[config.mk]
export PLATFORM = sky130hd
export DESIGN_NAME = cpu_mem_arbiter
export DESIGN_NICKNAME = d
export VERILOG_FILES = /design/src/rtl/cpu_mem_arbiter.sv
export SDC_FILE = /design/constraint.sdc
export NUM_CORES = 1
export LEC_CHECK = 0
export CAP_MARGIN = 20
export CORE_MARGIN = 3
export CORE_UTILIZATION = 34
export CTS_BUF_LIST = sky130_fd_sc_hd__clkbuf_4 sky130_fd_sc_hd__clkbuf_8
export CTS_CLUSTER_SIZE = 28
export DETAILED_ROUTE_END_ITERATION = 8
export PLACE_DENSITY = 0.82
export SLEW_MARGIN = 15
export SYNTH_ARGS = -nofsm -noshare
export SYNTH_HDL_FRONTEND = slang
export SYNTH_SLANG_ARGS = --single-unit
[constraint.sdc]
create_clock -name clk -period 3.2 [get_ports clk]
set_input_delay 0.8 -clock clk [delete_from_list [all_inputs] [get_ports clk]]
set_output_delay 0.8 -clock clk [all_outputs]
set_load 0.01 [all_outputs]
[src/rtl/cpu_mem_arbiter.sv]
// Two-requester sram-like arbiter (fetch + load/store) onto one memory port.
// Define ARB_ROUND_ROBIN_EN for alternating grants; default is data priority.
module cpu_mem_arbiter (
  input  logic        clk,
  input  logic        reset,
  input  logic        inst_req,
  input  logic [1:0]  inst_size,
  input  logic [31:0] inst_addr,
  output logic [31:0] inst_rdata,
  output logic        inst_addr_ok,
  output logic        inst_data_ok,
  input  logic        data_req,
  input  logic        data_wr,
  input  logic [1:0]  data_size,
  input  logic [31:0] data_addr,
  input  logic [31:0] data_wdata,
  output logic [31:0] data_rdata,
  output logic        data_addr_ok,
  output logic        data_data_ok,
  output logic        mem_req,
  output logic        mem_wr,
  output logic [1:0]  mem_size,
  output logic [31:0] mem_addr,
  output logic [31:0] mem_wdata,
  input  logic [31:0] mem_rdata,
  input  logic        mem_addr_ok,
  input  logic        mem_data_ok
);

  typedef enum logic [2:0] {
    IDLE,
    INST_ADDR,
    INST_WAIT,
    DATA_ADDR,
    DATA_WAIT
  } state_e;

  state_e      state_q, state_d;
  logic        wr_q, wr_d;
  logic [1:0]  size_q, size_d;
  logic [31:0] addr_q, addr_d;
  logic [31:0] wdata_q, wdata_d;
  logic        grant_data;
  logic        grant_inst;

`ifdef ARB_ROUND_ROBIN_EN
  // last_q: 1 = data side won the previous grant
  logic last_q, last_d;

  assign grant_data = data_req && !(inst_req && last_q);
  assign grant_inst = inst_req && !grant_data;

  always_comb begin
    last_d = last_q;
    if (state_q == IDLE) begin
      if (grant_data)      last_d = 1'b1;
      else if (grant_inst) last_d = 1'b0;
    end
  end

  always_ff @(posedge clk or posedge reset) begin
    if (reset) last_q <= 1'b0;
    else       last_q <= last_d;
  end
`else
  assign grant_data = data_req;
  assign grant_inst = inst_req && !data_req;
`endif

  always_comb begin
    state_d = state_q;
    wr_d    = wr_q;
    size_d  = size_q;
    addr_d  = addr_q;
    wdata_d = wdata_q;
    unique case (state_q)
      IDLE: begin
        if (grant_data) begin
          state_d = DATA_ADDR;
          wr_d    = data_wr;
          size_d  = data_size;
          addr_d  = data_addr;
          wdata_d = data_wdata;
        end else if (grant_inst) begin
          state_d = INST_ADDR;
          wr_d    = 1'b0;
          size_d  = inst_size;
          addr_d  = inst_addr;
          wdata_d = '0;
        end
      end
      INST_ADDR: if (mem_addr_ok) state_d = INST_WAIT;
      INST_WAIT: if (mem_data_ok) state_d = IDLE;
      DATA_ADDR: if (mem_addr_ok) state_d = DATA_WAIT;
      DATA_WAIT: if (mem_data_ok) state_d = IDLE;
      default:   state_d = IDLE;
    endcase
  end

  always_ff @(posedge clk or posedge reset) begin
    if (reset) begin
      state_q <= IDLE;
      wr_q    <= 1'b0;
      size_q  <= '0;
      addr_q  <= '0;
      wdata_q <= '0;
    end else begin
      state_q <= state_d;
      wr_q    <= wr_d;
      size_q  <= size_d;
      addr_q  <= addr_d;
      wdata_q <= wdata_d;
    end
  end

  assign mem_req   = (state_q == INST_ADDR) || (state_q == DATA_ADDR);
  assign mem_wr    = wr_q;
  assign mem_size  = size_q;
  assign mem_addr  = addr_q;
  assign mem_wdata = wdata_q;

  // Handshakes are gated by ownership so the idle side never sees a pulse
  assign inst_addr_ok = (state_q == INST_ADDR) && mem_addr_ok;
  assign data_addr_ok = (state_q == DATA_ADDR) && mem_addr_ok;
  assign inst_data_ok = (state_q == INST_WAIT) && mem_data_ok;
  assign data_data_ok = (state_q == DATA_WAIT) && mem_data_ok;
  assign inst_rdata   = inst_data_ok ? mem_rdata : '0;
  assign data_rdata   = data_data_ok ? mem_rdata : '0;

endmodule

==> out/results.tsv, run 1 <==
stage	metric	value	unit
power	static leakage	3.35	nW
setup_path	critical path startpoint	mem_data_ok	
clock_network	CTS Buffer Depth	2	
route	1st-pass router iterations	4	
timing	Max Fclk	0.315	GHz
timing	Final period util	99.2	%
finish	fillcell total	731	
timing	Slew Limit Headroom	68.4	%
route	via count	3235	
logic_synthesis	Synth Area per Inst	12.6	sq um
floorplanning	Die W	107	um
timing	Final Max Tran Viols	0	
timing	Layout Skew	0.0127	ns
floorplanning	Core Rows	36	
logic_synthesis	#FFs+latches synth	70	
timing	crit path time final	3.18	ns
hold_path	hold path depth	1	
setup_path	Worst Path Max Fanout	17	
finish	Final Util	67.4	%
clock_network	clk_lat worst skew	0.33	ns
clock_network	cts hold-fix bufs	0	
setup_path	Worst Setup Path Type	input port to primary output	
logic_synthesis	sequential share of the synthesized area	50.0	%
setup_path	crit path DAT	2.38	ns
clock_network	Root Driver	clkbuf_8	
global_routing	largest net degree at the start of global routing	35	
timing	Setup Viol. Count Final	0	
global_routing	initial antenna violation count	2	
setup_path	reg-to-reg startpoint	state_q[1]$_DFFE_PP0P_	
hold_path	hold_sp	mem_wdata[0]$_DFFE_PP0P_	
clock_network	H-tree Lvls	3	
route	Vias/cell	4.67	
placement	cell total after placement	673	
status	status	completed	
setup_path	R2R depth	3	
finish	most frequent cells in the layout	clkdlybuf4s50_1, dfrtp_1, mux2_2	
logic_synthesis	Syn Nets	418	
floorplanning	I/O pins	275	
clock_network	CTS buffer count	9	
global_routing	vias in the first global route	3516	
global_routing	total track usage	20.2	%
route	initial drt markers	165	
hold_path	type of the worst min-delay path	register to register	
floorplanning	Core Area	9910	sq um
finish	commonest non-fill, non-tap cell in the layout	clkdlybuf4s50_1	
finish	post-route insts no fill	693	
finish	share of layout cells above drive strength 1	17.9	%
placement	GPL Wtd Cong	0.790	
timing	RSZ-0062 raised after global routing	true	
power	PD cells	703	nW/um^2
timing	Least-Margin Pin Slew	0.474	ns
power	VDD IR max	433	uV
job	Max-Cap Viols	0	
floorplanning	Initial Util	35.3	%
global_routing	GRT overflow	0	
clock_network	CTS tree	built	
floorplanning	Die Y	107	um
route	Routed Antenna Nets	0	
logic_synthesis	Netlist Area Pre-Place	3500	sq um
route	wire per inst	17.7	um
logic_synthesis	YS warnings	0	
timing	Final Hold Viols	0	
global_routing	first-pass GRT wire length	18300	um
timing	Fin Hold WS	0.504	ns
setup_path	CP Data Required Time	2.40	ns
setup_path	Startpoint Class	input port	
route	final wirelength	12300	um
placement	dpl hpwl	9660	um
setup_path	Crit. End Element	primary output	
finish	synth-to-layout area growth	90.7	%
clock_network	Reg clk slew, reported paths	0.07	ns
logic_synthesis	post-synth cell types	23	
floorplanning	full die area	11600	sq um
finish	# nets final	692	
clock_network	clock sink count	70	
logic_synthesis	Gate Count Post-Synth	279	
placement	port bufs	274	
route	residual DRC count	0	
[worst paths after layout]
| path | endpoint | slack, ns |
|---|---|---|
| setup / recovery | data_rdata[15] | 0.02 |
| setup reg to reg | mem_addr[17]$_DFFE_PP0P_ | 1.46 |
| hold reg to reg | mem_wdata[0]$_DFFE_PP0P_ | 0.50 |
| max in group asynchronous | state_q[2]$_DFFE_PP0P_ | 1.69 |
| min in group asynchronous | mem_wdata[13]$_DFFE_PP0P_ | 0.80 |
| hold / removal | mem_wdata[0]$_DFFE_PP0P_ | 0.50 |
[synthesized netlist by cell type (all sizes together)]
library cell  number  area share (%)
a211o              1            0.25
a21oi              1            0.14
a22o              33             8.3
and2              64              11
and3               2            0.36
and4bb             1            0.36
buf               14             3.3
clkbuf             9            0.96
dfrtp             70              50
inv                2            0.21
mux2              68              22
nand2              3            0.32
nor2               4            0.43
nor2b              1            0.18
nor4               1            0.61
nor4b              1            0.43
o21ai              1            0.14
o21bai             1            0.21
or4                1            0.32
xor2               1            0.25
[layer usage]
layer / part of all wire [%] / up-vias / wire length (um) / GRT usage [%]
li1: - / 1521 / - / -
met4: 3.0 / 0 / 373 / 8.30
met3: 9.2 / 24 / 1130 / 5.52
met5: 0 / - / 0 / 0
met1: 35 / 1521 / 4300 / 21.8
met2: 53 / 169 / 6470 / 36.8
[flip-flops by register name (all words and copies together), names as in the netlist]
name,count
mem_size,2
mem_addr,32
state_q,3
mem_wdata,32
mem_wr,1
[logic make-up (layout without fill, tap and decap cells)]
logic type	Yosys count	after routing	synth area share [%]
AO/OA/AOI/OAI	37	37	9.00
XOR/XNOR	1	1	0.250
buffers and inverters	25	304	4.43
flip-flops	70	70	50.0
multiplexers	68	68	21.9
other	0	2	0
AND/OR/NAND/NOR	78	78	14.4
[cell type report]
cell class | count | area (sq um) | share of cell area [%]
timing repair buffer | 286 | 2950 | 44.1
sequential | 70 | 1750 | 26.2
multi-input combinational | 184 | 1600 | 24.0
tap | 133 | 166 | 2.49
clock buffer | 9 | 124 | 1.85
clock inverter | 7 | 72.6 | 1.09
inverter | 2 | 7.51 | 0.112
antenna | 2 | 5.00 | 0.0749
[per-stage QoR]
stage / setup slack, ns / setup TNS [ns] / power [W] / instance area, sq um
floorplan: 0.632 / 0 / 0.00273 / 3500
global placement: 0.0319 / 0 / 0.00397 / 6360
detailed placement: -0.0252 / -0.0485 / 0.00404 / 6360
CTS: 0.00103 / 0 / 0.00475 / 6550
global route: -0.0584 / -0.559 / 0.00497 / 6680
finish: 0.0245 / 0 / 0.00470 / 6680
[power breakdown]
part | internal, W | total, W | switching (W)
Clock | 0.000361 | 0.000698 | 0.000337
Combinational | 0.00152 | 0.00246 | 0.000939
Sequential | 0.00130 | 0.00154 | 0.000244
Total | 0.00318 | 0.00470 | 0.00152
[critical path, stage by stage]
cell and delay, ns:
clkdlybuf4s50_1 0.49, and3_1 0.19, buf_4 0.19, and2_1 0.17
clkdlybuf4s50_1 0.54
[what timing repair did]
item	in CTS	in global routing
resized for setup	4	36
gates cloned	0	1
pin swaps	0	0
setup endpoints to repair	4	59
setup buffers	0	1
No activity file was read; power rests on OpenSTA's default activity.
==> inputs of run 2 (changes only) <==
--- a/config.mk
+++ b/config.mk
@@ -11,6 +11,7 @@
 export CTS_BUF_LIST = sky130_fd_sc_hd__clkbuf_4 sky130_fd_sc_hd__clkbuf_8
 export CTS_CLUSTER_SIZE = 28
 export DETAILED_ROUTE_END_ITERATION = 8
+export GPL_TIMING_DRIVEN = 0
 export PLACE_DENSITY = 0.82
 export SLEW_MARGIN = 15
 export SYNTH_ARGS = -nofsm -noshare
==> constraint.sdc (replaced) <==
create_clock -name clk -period 3.2 [get_ports clk]
set_input_delay 0.8 -clock clk [delete_from_list [all_inputs] [get_ports clk]]
set_output_delay 0.8 -clock clk [all_outputs]
set_load 0.05 [all_outputs]
==> out/results.tsv, run 2 (synthesis gave the netlist of run 1 again) <==
stage	metric	value	unit
power	switching share of power	48.3	%
floorplanning	Core Rows	36	
timing	Total Neg Setup Slack	0	ns
finish	most frequent cells in the layout	clkdlybuf4s50_1, dfrtp_1, mux2_2	
floorplanning	Die Y	107	um
global_routing	GRT overflow	0	
power	clock power share	12.2	%
finish	share of layout cells above drive strength 1	29.4	%
finish	fillcell total	794	
floorplanning	Initial Util	35.3	%
setup_path	crit path DAT	2.34	ns
setup_path	reg-to-reg startpoint	state_q[1]$_DFFE_PP0P_	
route	initial drt markers	105	
setup_path	Startpoint Class	input port	
timing	Final Hold Viols	0	
power	static leakage	2.87	nW
setup_path	FF-to-FF setup slack	1.42	ns
timing	Least-Margin Pin Slew	0.566	ns
route	via count	3302	
route	final wirelength	12400	um
placement	GPL Wtd Cong	0.784	
placement	port bufs	273	
hold_path	hold_sp	mem_addr[24]$_DFFE_PP0P_	
clock_network	CTS buffer count	9	
job	Max-Cap Viols	0	
power	Comb power frac	63.8	%
finish	synth-to-layout area growth	83.3	%
route	residual DRC count	0	
clock_network	Reg clk slew, reported paths	0.07	ns
hold_path	type of the worst min-delay path	register to register	
setup_path	critical path startpoint	mem_data_ok	
global_routing	largest net degree at the start of global routing	37	
route	Routed Antenna Nets	0	
route	Vias/cell	4.70	
setup_path	R2R Path End	mem_addr[8]$_DFFE_PP0P_	
clock_network	post-CTS setup repair buffer count	0	
finish	Register Area	1750	sq um
clock_network	clock sink count	70	
timing	RSZ-0062 raised after global routing	false	
power	Int Power	0.00325	W
clock_network	CTS tree	built	
power	sequential share of power	24.0	%
clock_network	Root Driver	clkbuf_8	
timing	Max Fclk	0.318	GHz
clock_network	CTS Buffer Depth	2	
finish	Final Cell Area	6420	sq um
setup_path	Worst Path Max Fanout	10	
power	PD cells	979	nW/um^2
power	VDD IR max	392	uV
setup_path	CP Data Required Time	2.40	ns
setup_path	crit path to	inst_rdata[9]	
status	status	completed	
placement	Area after DPL	6420	sq um
finish	# nets final	703	
finish	commonest non-fill, non-tap cell in the layout	clkdlybuf4s50_1	
clock_network	clk_lat worst skew	0.33	ns
floorplanning	Core Area	9910	sq um
timing	Final period util	98.2	%
global_routing	first-pass GRT wire length	19000	um
setup_path	Crit. End Element	primary output	
setup_path	R2R depth	4	
power	Net Switching	0.00303	W
clock_network	H-tree Lvls	3	
timing	Layout Skew	0.0123	ns
timing	crit path time final	3.14	ns
floorplanning	I/O pins	275	
timing	Setup Viol. Count Final	0	
global_routing	total track usage	21.2	%
global_routing	initial antenna violation count	2	
timing	Fin Hold WS	0.505	ns
route	1st-pass router iterations	4	
timing	Final Max Tran Viols	0	
finish	area of the multi-input gates	1600	sq um
route	wire per inst	17.6	um
setup_path	Worst Setup Path Type	input port to primary output	
floorplanning	Die W	107	um
global_routing	vias in the first global route	3589	
timing	Slew Limit Headroom	62.2	%
floorplanning	full die area	11600	sq um
placement	dpl hpwl	10000	um
run 2: cell count changes in the layout (fill, tap and decap cells not counted), sizes merged:
cell           delta
buf              +51
bufinv            +1
clkbuf            +7
clkdlybuf4s15    +10
clkdlybuf4s18     +4
clkdlybuf4s50    -28
clkinv            -1
clkinvlp          -1
dlygate4sd2       +3
dlymetal6s2s     -36
run 2: repair_timing:
action / 4_1_cts / 5_1_grt
hold buffers: 0 / 0
gates cloned: 0 / 0
gates resized for setup: 189 / 99
endpoints found under the setup margin: 67 / 56
run 2: power by group through the flow:
| stage | Sequential (W) | Combinational (W) | Clock, W |
|---|---|---|---|
| after global placement | 0.00150 | 0.00406 | 0 |
| after CTS | 0.00151 | 0.00409 | 0.000788 |
| after global routing | 0.00156 | 0.00419 | 0.000826 |
| after detailed placement | 0.00153 | 0.00411 | 0 |
| final | 0.00151 | 0.00401 | 0.000766 |
| after floorplan | 0.00288 | 0.00133 | 0 |
run 2: stage by stage:
step / setup slack (ns) / total power (W) / util [%] / std cells
global placement: -0.552 / 0.00556 / 64.6 / 685
floorplan: 0.240 / 0.00421 / - / 279
detailed placement: -0.575 / 0.00563 / 64.8 / 686
global route: 0.000186 / 0.00658 / 64.8 / 703
CTS: 0.00725 / 0.00639 / 67.6 / 701
finish: 0.0570 / 0.00628 / 64.8 / 703
run 2: worst min-delay path by stage:
stage                     slack (ns)  depth (start not counted)                        end
after floorplan                 0.56                          2     state_q[1]$_DFFE_PP0P_
after global placement          0.47                          1   mem_addr[29]$_DFFE_PP0P_
after detailed placement        0.49                          1  mem_wdata[26]$_DFFE_PP0P_
after CTS                       0.51                          1   mem_addr[24]$_DFFE_PP0P_
after global routing            0.52                          1  mem_wdata[27]$_DFFE_PP0P_
final                           0.50                          1   mem_addr[24]$_DFFE_PP0P_
run 2: routing by layer:
| layer | vias to the layer above | GRT usage (%) | part of all wire (%) |
|---|---|---|---|
| met5 | - | 0 | 0 |
| met4 | 0 | 8.93 | 3.4 |
| met3 | 23 | 6.36 | 8.7 |
| met2 | 163 | 38.6 | 53 |
| met1 | 1568 | 22.7 | 35 |
| li1 | 1548 | - | - |
run 2: final cells by class:
type	count	share of cell area (%)
antenna	2	0.0780
buffer	23	2.42
clock buffer	9	1.93
clock inverter	6	1.35
inverter	2	0.156
multi-input combinational	184	24.9
sequential	70	27.3
tap	133	2.59
timing repair buffer	274	39.3
run 2: worst max-delay path: stages:
cell and delay (ns):
clkdlybuf4s50_1 0.51, and4bb_2 0.31, clkbuf_2 0.20, and2_1 0.14, clkdlybuf4s15_2 0.37
==> inputs of run 3 (changes only) <==
--- a/config.mk
+++ b/config.mk
@@ -6,13 +6,15 @@
 export NUM_CORES = 1
 export LEC_CHECK = 0
 export CAP_MARGIN = 20
+export CELL_PAD_IN_SITES_DETAIL_PLACEMENT = 1
+export CELL_PAD_IN_SITES_GLOBAL_PLACEMENT = 2
 export CORE_MARGIN = 3
-export CORE_UTILIZATION = 34
+export CORE_UTILIZATION = 19
 export CTS_BUF_LIST = sky130_fd_sc_hd__clkbuf_4 sky130_fd_sc_hd__clkbuf_8
 export CTS_CLUSTER_SIZE = 28
 export DETAILED_ROUTE_END_ITERATION = 8
 export GPL_TIMING_DRIVEN = 0
-export PLACE_DENSITY = 0.82
+export PLACE_DENSITY_LB_ADDON = 0.1
 export SLEW_MARGIN = 15
 export SYNTH_ARGS = -nofsm -noshare
 export SYNTH_HDL_FRONTEND = slang
==> out/results.tsv, run 3 (synthesis gave the netlist of run 1 again) <==
stage	metric	value	unit
setup_path	Worst Setup Path Type	input port to primary output	
placement	port bufs	273	
finish	share of layout cells above drive strength 1	30.4	%
hold_path	hold path depth	1	
timing	Final period util	96.9	%
clock_network	CTS Buffer Depth	2	
setup_path	crit path DAT	2.30	ns
finish	# nets final	703	
setup_path	reg-to-reg startpoint	state_q[1]$_DFFE_PP0P_	
clock_network	CTS buffer count	9	
status	status	completed	
timing	Final WS setup	0.0983	ns
floorplanning	Die W	142	um
floorplanning	Core Area	18000	sq um
setup_path	CP Data Required Time	2.40	ns
timing	crit path time final	3.10	ns
global_routing	M1 GR Usage	14.8	%
global_routing	first-pass GRT wire length	21200	um
job	Max-Cap Viols	0	
floorplanning	I/O pins	275	
finish	synth-to-layout area growth	85.6	%
setup_path	FF-to-FF setup slack	1.35	ns
setup_path	crit path to	inst_rdata[9]	
timing	Final Max Tran Viols	0	
finish	commonest non-fill, non-tap cell in the layout	clkdlybuf4s50_1	
floorplanning	Core Rows	49	
power	static leakage	2.88	nW
floorplanning	Die Y	142	um
route	final wirelength	13500	um
clock_network	clock sink count	70	
timing	Layout Skew	0.0116	ns
route	1st-pass router iterations	4	
floorplanning	full die area	20100	sq um
setup_path	Crit. End Element	primary output	
route	via count	3324	
global_routing	met2 GRT Util	22.4	%
clock_network	Root Driver	clkbuf_8	
setup_path	Startpoint Class	input port	
global_routing	GRT overflow	0	
global_routing	initial antenna violation count	0	
timing	Setup Viol. Count Final	0	
placement	GPL Wtd Cong	0.714	
clock_network	H-tree Lvls	3	
hold_path	hold_sp	mem_addr[10]$_DFFE_PP0P_	
clock_network	clk_lat worst skew	0.35	ns
route	wire per inst	16.9	um
finish	number of diodes	0	
setup_path	critical path startpoint	mem_data_ok	
finish	most frequent cells in the layout	clkdlybuf4s50_1, dfrtp_1, mux2_2	
global_routing	largest net degree at the start of global routing	50	
global_routing	Top Usage Layer GRT	met2	
placement	dpl hpwl	10900	um
timing	Slew Limit Headroom	62.1	%
setup_path	Worst Path Max Fanout	10	
placement	Place WS	-0.656	ns
clock_network	CTS tree	built	
power	VDD IR max	569	uV
timing	Least-Margin Pin Slew	0.568	ns
timing	Final Hold Viols	0	
finish	Final Util	36.1	%
clock_network	cts hold-fix bufs	0	
placement	Area after DPL	6550	sq um
route	Routed Antenna Nets	0	
setup_path	R2R Path End	mem_addr[0]$_DFFE_PP0P_	
global_routing	vias in the first global route	3739	
timing	Fin Hold WS	0.506	ns
hold_path	type of the worst min-delay path	register to register	
global_routing	M3 GR Usage	7.21	%
global_routing	total track usage	13.4	%
route	Vias/cell	4.17	
power	PD cells	969	nW/um^2
setup_path	R2R depth	4	
route	initial drt markers	85	
timing	RSZ-0062 raised after global routing	false	
clock_network	Reg clk slew, reported paths	0.07	ns
timing	Max Fclk	0.322	GHz
finish	Final Cell Area	6500	sq um
route	residual DRC count	0	
power	Tot Pwr	0.00630	W
floorplanning	Initial Util	19.4	%
[run 3: changes by cell type in the layout (fill, tap and decap cells not counted), moves of 2 or more]
cell / change
buf_2: -5
clkdlybuf4s15_2: -8
clkdlybuf4s18_2: -4
clkbuf_2: +4
diode_2: -2
dlygate4sd2_1: -5
clkbuf_4: +17
[run 3: worst min-delay path by stage]
stage                                to  slack [ns]
6_report       mem_addr[10]$_DFFE_PP0P_        0.51
3_5_place_dp   mem_wdata[2]$_DFFE_PP0P_        0.49
5_1_grt        mem_addr[18]$_DFFE_PP0P_        0.52
2_1_floorplan    state_q[1]$_DFFE_PP0P_        0.56
4_1_cts         mem_addr[4]$_DFFE_PP0P_        0.51
3_3_place_gp   mem_addr[29]$_DFFE_PP0P_        0.47
[run 3: timing repair]
action	CTS	global route
resized for setup	194	146
pin swaps	0	0
hold endpoints to repair	0	0
setup buffers	0	0
setup endpoints to repair	67	65
[run 3: routing by layer]
layer | part of all wire, % | up-vias | routed length, um
met5 | 0 | - | 0
met4 | 1.3 | 0 | 175
met3 | 13 | 11 | 1780
met2 | 48 | 186 | 6500
met1 | 37 | 1574 | 5010
li1 | - | 1553 | -
[run 3: power breakdown]
group	switching, W	leakage (nW)	internal [W]
Clock	0.000366	0.103	0.000387
Combinational	0.00252	1.92	0.00152
Sequential	0.000201	0.860	0.00130
[run 3: final cells by class]
class,instances,area (sq um)
buffer,23,155
clock buffer,10,138
clock inverter,6,68.8
fill,2026,11500
inverter,2,10.0
multi-input combinational,184,1600
sequential,70,1750
tap,229,287
timing repair buffer,274,2490
[run 3: stage by stage]
stage / std cells / TNS, ns
2_1_floorplan: 279 / 0
5_1_grt: 798 / 0
3_5_place_dp: 782 / -38.42
3_3_place_gp: 781 / -82.19
6_report: 798 / 0
4_1_cts: 798 / -5.69
[run 3: critical path: stages]
cell and delay, ns:
clkdlybuf4s50_1 0.54, and4bb_2 0.33, clkbuf_2 0.23, and2_1 0.15
buf_2 0.25
